## src/rtl/sequence_generator.sv

```systemverilog
// sequence_generator
//   Serial pattern transmitter. On start it latches a PATTERN_W-bit pattern
//   and sends it MSB first, one bit per clk. The pattern is repeated
//   max(repeat_count,1) times, with `gap` idle cycles between repetitions.
//   After the last bit of the last repetition there is one DONE cycle.
// Ports
//   clk, reset        rising-edge clock; asynchronous active-low reset
//   start             begin a transmission (sampled only while idle)
//   pattern           pattern to send, MSB first
//   repeat_count      number of repetitions (0 behaves as 1)
//   gap               idle cycles between repetitions (0 = back-to-back)
//   abort             drop the transmission at once; done is not raised
//   stream            serial data bit, 0 whenever stream_valid=0
//   stream_valid      stream carries a pattern bit this cycle
//   sof               first (MSB) bit of each repetition
//   busy              high in SEND, GAP and DONE
//   done              one-cycle pulse after the final bit
module sequence_generator #(
  parameter int PATTERN_W = 5,
  parameter int CNT_W     = 8,
  parameter int GAP_W     = 4
) (
  input  logic                 clk,
  input  logic                 reset,
  input  logic                 start,
  input  logic [PATTERN_W-1:0] pattern,
  input  logic [CNT_W-1:0]     repeat_count,
  input  logic [GAP_W-1:0]     gap,
  input  logic                 abort,
  output logic                 stream,
  output logic                 stream_valid,
  output logic                 sof,
  output logic                 busy,
  output logic                 done
);

  localparam int IDX_W = $clog2(PATTERN_W);
  localparam logic [IDX_W-1:0] MSB_IDX = IDX_W'(PATTERN_W - 1);

  typedef enum logic [1:0] {S_IDLE, S_SEND, S_GAP, S_DONE} state_t;

  state_t               state_q, state_d;
  logic [PATTERN_W-1:0] pat_q, pat_d;
  logic [CNT_W-1:0]     reps_q, reps_d;   // repetitions left, including the one on the wire
  logic [GAP_W-1:0]     gap_q, gap_d;
  logic [GAP_W-1:0]     gcnt_q, gcnt_d;   // idle cycles left in the current gap
  logic [IDX_W-1:0]     idx_q, idx_d;     // index of the bit currently on stream
  logic                 stream_d, valid_d, sof_d, busy_d, done_d;
  logic [IDX_W-1:0]     idx_dec;

  assign idx_dec = idx_q - 1'b1;

  // Every output is computed one cycle ahead from the next state, so the
  // registered outputs always describe the state the FSM is currently in.
  always_comb begin
    state_d  = state_q;
    pat_d    = pat_q;
    reps_d   = reps_q;
    gap_d    = gap_q;
    gcnt_d   = gcnt_q;
    idx_d    = idx_q;
    stream_d = 1'b0;
    valid_d  = 1'b0;
    sof_d    = 1'b0;
    busy_d   = 1'b0;
    done_d   = 1'b0;

    case (state_q)
      S_IDLE: begin
        // abort beats start while idle
        if (start && !abort) begin
          state_d  = S_SEND;
          pat_d    = pattern;
          reps_d   = (repeat_count == '0) ? CNT_W'(1) : repeat_count;
          gap_d    = gap;
          idx_d    = MSB_IDX;
          stream_d = pattern[PATTERN_W-1];
          valid_d  = 1'b1;
          sof_d    = 1'b1;
          busy_d   = 1'b1;
        end
      end

      S_SEND: begin
        busy_d = 1'b1;
        if (idx_q != '0) begin
          idx_d    = idx_dec;
          stream_d = pat_q[idx_dec];
          valid_d  = 1'b1;
        end else if (reps_q != CNT_W'(1)) begin
          reps_d = reps_q - 1'b1;
          if (gap_q == '0) begin
            idx_d    = MSB_IDX;
            stream_d = pat_q[PATTERN_W-1];
            valid_d  = 1'b1;
            sof_d    = 1'b1;
          end else begin
            state_d = S_GAP;
            gcnt_d  = gap_q;
          end
        end else begin
          state_d = S_DONE;
          done_d  = 1'b1;
        end
      end

      S_GAP: begin
        busy_d = 1'b1;
        if (gcnt_q == GAP_W'(1)) begin
          state_d  = S_SEND;
          idx_d    = MSB_IDX;
          stream_d = pat_q[PATTERN_W-1];
          valid_d  = 1'b1;
          sof_d    = 1'b1;
        end else begin
          gcnt_d = gcnt_q - 1'b1;
        end
      end

      S_DONE: state_d = S_IDLE;

      default: state_d = S_IDLE;
    endcase

    if (abort && state_q != S_IDLE) begin
      state_d  = S_IDLE;
      stream_d = 1'b0;
      valid_d  = 1'b0;
      sof_d    = 1'b0;
      busy_d   = 1'b0;
      done_d   = 1'b0;
    end
  end

  always_ff @(posedge clk or negedge reset) begin
    if (!reset) begin
      state_q      <= S_IDLE;
      pat_q        <= '0;
      reps_q       <= '0;
      gap_q        <= '0;
      gcnt_q       <= '0;
      idx_q        <= '0;
      stream       <= 1'b0;
      stream_valid <= 1'b0;
      sof          <= 1'b0;
      busy         <= 1'b0;
      done         <= 1'b0;
    end else begin
      state_q      <= state_d;
      pat_q        <= pat_d;
      reps_q       <= reps_d;
      gap_q        <= gap_d;
      gcnt_q       <= gcnt_d;
      idx_q        <= idx_d;
      stream       <= stream_d;
      stream_valid <= valid_d;
      sof          <= sof_d;
      busy         <= busy_d;
      done         <= done_d;
    end
  end

endmodule

```

## config.mk

```make
export PLATFORM = sky130hd
export DESIGN_NAME = sequence_generator
export DESIGN_NICKNAME = d
export VERILOG_FILES = /design/src/rtl/sequence_generator.sv
export SDC_FILE = /design/constraint.sdc
export NUM_CORES = 1
export LEC_CHECK = 0
export BUFFER_PORTS_ARGS = -buffer_cell sky130_fd_sc_hd__buf_2
export CORE_MARGIN = 5
export CORE_UTILIZATION = 54
export DETAILED_ROUTE_END_ITERATION = 6
export HOLD_SLACK_MARGIN = 0.1
export PLACE_DENSITY_LB_ADDON = 0.05
export REMOVE_ABC_BUFFERS = 1
export SLEW_MARGIN = 0
export SYNTH_ARGS = -nofsm -noshare
export SYNTH_HDL_FRONTEND = slang
export SYNTH_SLANG_ARGS = --single-unit
```

## constraint.sdc

```tcl
create_clock -name clk -period 3.2 [get_ports clk]
set_input_delay 0.32 -clock clk [delete_from_list [all_inputs] [get_ports clk]]
set_output_delay 0.32 -clock clk [all_outputs]
set_load 0.01 [all_outputs]
```

==> results.json <==
{
  "h-tree-depth": 2,
  "avgRoutedWirePerCell_um": 15.0,
  "synth_largest_type_area_fraction_pct": 40.8,
  "antenna_cells": 0,
  "grt_util_met3_pct": 5.80,
  "power.ir.vdd_worst_mv": 0.516,
  "slew_viol_final": 0,
  "area_grow_syn2layout_pct": 13.1,
  "core_area_um2": 3360,
  "pwr-share-seq_pct": 34.6,
  "critical_path.startpoint_type": "flop",
  "insertion_delay_ns": 0.34,
  "timing.max_cap.violations": 0,
  "cts-root-to-sink-buffers": 2,
  "die_width_um": 69.4,
  "global_route_hottest_layer": "met2",
  "finalCriticalPeriod_ns": 2.11,
  "dieHeight_um": 69.4,
  "setup_total_negative_slack_ns": 0,
  "netlist_top_cells_area": "sky130_fd_sc_hd__dfrtp_1, sky130_fd_sc_hd__nand2_1, sky130_fd_sc_hd__ha_1",
  "ys_dominant_reg_cell": "sky130_fd_sc_hd__dfrtp_1",
  "worst-endpoint-required_ns": 3.42,
  "vias_per_cell": 5.74,
  "setup_repair_after_global_routing_missed_its_margin": "false",
  "yosys_warnings": 0,
  "numCtsBuffers": 5,
  "count_of_standard_cell_rows": 21,
  "p_leak_nw": 1.01,
  "finish.cell_count_without_fillers": 279,
  "timing.critical_path.arrival_ns": 2.34,
  "number_of_synthesized_register_bits": 31,
  "p_total_mw": 2.11,
  "place.gp.congestion": 0.824,
  "num_io_pins": 26,
  "ys_async_sr_fraction_pct": 100,
  "routed-via-count": 1602,
  "drt-total-wl_um": 4170,
  "fin_nets": 263,
  "final-setup-viol-count": 0,
  "placement.setup.worst_slack_ns": 1.12,
  "portBuffers": 25,
  "layout.core_utilization_pct": 64.0,
  "starting_density_pct": 56.6,
  "post-cts-setup-buffer-count": 0,
  "ant_nets": 0,
  "globalRouteOverflowTotal": 0,
  "finalWorstSetupSlack_ns": 1.09,
  "syn-mean-instance-area_um2": 9.24,
  "syn-instance-count": 206,
  "postCtsHoldBufs": 1,
  "largest_net_degree_at_the_start_of_global_routing": 32,
  "use_met2_pct": 29.1,
  "switching_power_mw": 0.891,
  "sw_frac_of_total_pct": 42.3,
  "ys_types": 55,
  "power_report.internal_total_mw": 1.21,
  "finClkSkew_ns": 0.0101,
  "clock_sinks": 31,
  "synth.largest_area_cell": "sky130_fd_sc_hd__dfrtp_1",
  "drive_gt1_share_pct": 22.3,
  "power-per-cell-area_nw_per_um2": 978,
  "critical_path.max_fanout": 15,
  "timing.fmax_mhz": 473,
  "placed_cells": 270,
  "setup.worst_path.end_class": "flop",
  "grt_first_pass_wirelength_um": 7090,
  "hold_viol": 0,
  "synth_area_um2": 1900,
  "root_buffer_selected_by_cts": "sky130_fd_sc_hd__clkbuf_4",
  "comb_power_share_pct": 49.7,
  "synth_enable_flop_cells": 0,
  "die-area_um2": 4810,
  "antenna_violations_before_repair": 0,
  "relative_max_transition_margin_pct": 52.3,
  "hpwl_dp_um": 3080,
  "timing.setup.critical_path_class": "flop to flop",
  "drc": 0,
  "drt-initial-drc-count": 64,
  "power_frac_clock_pct": 15.7,
  "grtUsageMet1_pct": 23.3,
  "finalCritPeriodShare_pct": 66.0,
  "synth_sequential_area_ratio_pct": 40.8,
  "first_global_vias": 1553,
  "clkSlewWorstSetupHoldPaths_ns": 0.10,
  "pre_antenna_drt_iters": 5,
  "cts_tree": "built",
  "groute.usage.overall_pct": 18.2,
  "actual_transition_at_the_worst_max_transition_pin_ns": 0.715,
  "outcome": "finished clean",
  "hp-class": "input pin to flop",
  "cts.repair.resized": 0
}
## synth_stat cells, drive strengths merged (2+ instances only)
library cell	number
mux2i	5
o22a	4
buf	4
a211oi	2
nor3b	4
and2	2
a21oi	11
nor3	13
o22ai	2
nand2b	3
nor4	3
nor2	9
a221oi	2
inv	13
nand3	4
ha	10
nor2b	3
mux2	2
a31oi	4
clkbuf	4
nor4b	2
or4	2
o21ai	10
or3	2
o31ai	3
nand2	37
dfrtp	31
## metrics by stage
stage	cell area, µm²	hold WS (ns)
floorplan	1870	0.0244
global placement	2060	0.402
finish	2150	0.165
CTS	2150	0.147
detailed placement	2060	0.414
global route	2150	0.151
## final timing paths
| path | from | end | slack (ns) | cells past startpoint |
|---|---|---|---|---|
| setup reg to reg | idx_q[0] | reps_q[5] | 1.09 | 6 |
| hold reg to reg | pat_q[0] | pat_q[0] | 0.49 | 2 |
| min in group asynchronous | reset | stream | 0.55 | 2 |
| max in group asynchronous | reset | reps_q[4] | 2.19 | 2 |
| hold / removal | pattern[2] | pat_q[2] | 0.17 | 3 |
| setup / recovery | idx_q[0] | reps_q[5] | 1.09 | 6 |
## sequential cells by signal, summed over array words and instances, names as in the netlist
register and count:
gcnt_q 4, reps_q 8, idx_q 3, pat_q 5
gap_q 4, busy 1, sof 1, stream 1
state_q 2, stream_valid 1, done 1
## critical path, cell delays in order, from the launching register on
cell and delay (ns):
sky130_fd_sc_hd__dfrtp_1 0.42, sky130_fd_sc_hd__inv_1 0.16, sky130_fd_sc_hd__ha_1 0.30, sky130_fd_sc_hd__nand2b_4 0.09, sky130_fd_sc_hd__a22oi_2 0.24, sky130_fd_sc_hd__o211ai_2 0.34, sky130_fd_sc_hd__a221o_1 0.44
## layout make-up
cell class | count | area [µm²]
flip-flops and latches | 31 | 776
repair buffers | 27 | 143
inverters | 13 | 48.8
clock inverters | 2 | 35.0
clock buffers | 6 | 51.3
fillers | 316 | 1210
multi-input cells | 154 | 1040
well taps | 46 | 57.6
## cells by family after synthesis
| kind of cell | share of synthesized area (%) |
|---|---|
| DFF | 40.8 |
| AOI/OAI and AO/OA | 17.8 |
| buffers and inverters | 4.47 |
| and+or+nand+nor | 25.2 |
| adders and majority gates | 6.57 |
| muxes | 5.19 |
## placed cells by master (no fill, tap or decap), drive strengths merged, types with 4 or more instances in the layout
master  netlist  final
a21oi        11     11
a31oi         4      4
buf           4     26
clkbuf        4      6
dfrtp        31     31
ha           10     10
inv          13     13
mux2i         5      5
nand2        37     37
nand3         4      4
nor2          9      9
nor3         13     13
nor3b         4      4
o21ai        10     10
o22a          4      4
## metal layers
layer	share of wire [%]	wire length, µm	up-vias
met3	5.9	248	6
met2	48	1990	46
met5	0	0	-
met4	1.4	59	0
li1	-	-	794
met1	45	1870	756
## power by group through the flow
| stage | Combinational [mW] | Clock, mW | Sequential, mW |
|---|---|---|---|
| 6_report | 1.05 | 0.331 | 0.727 |
| 4_1_cts | 1.05 | 0.339 | 0.726 |
| 2_1_floorplan | 0.819 | 0 | 0.699 |
| 5_1_grt | 1.17 | 0.353 | 0.755 |
| 3_3_place_gp | 1.01 | 0 | 0.727 |
| 3_5_place_dp | 1.04 | 0 | 0.734 |
Power figures use the tool's default switching activity.
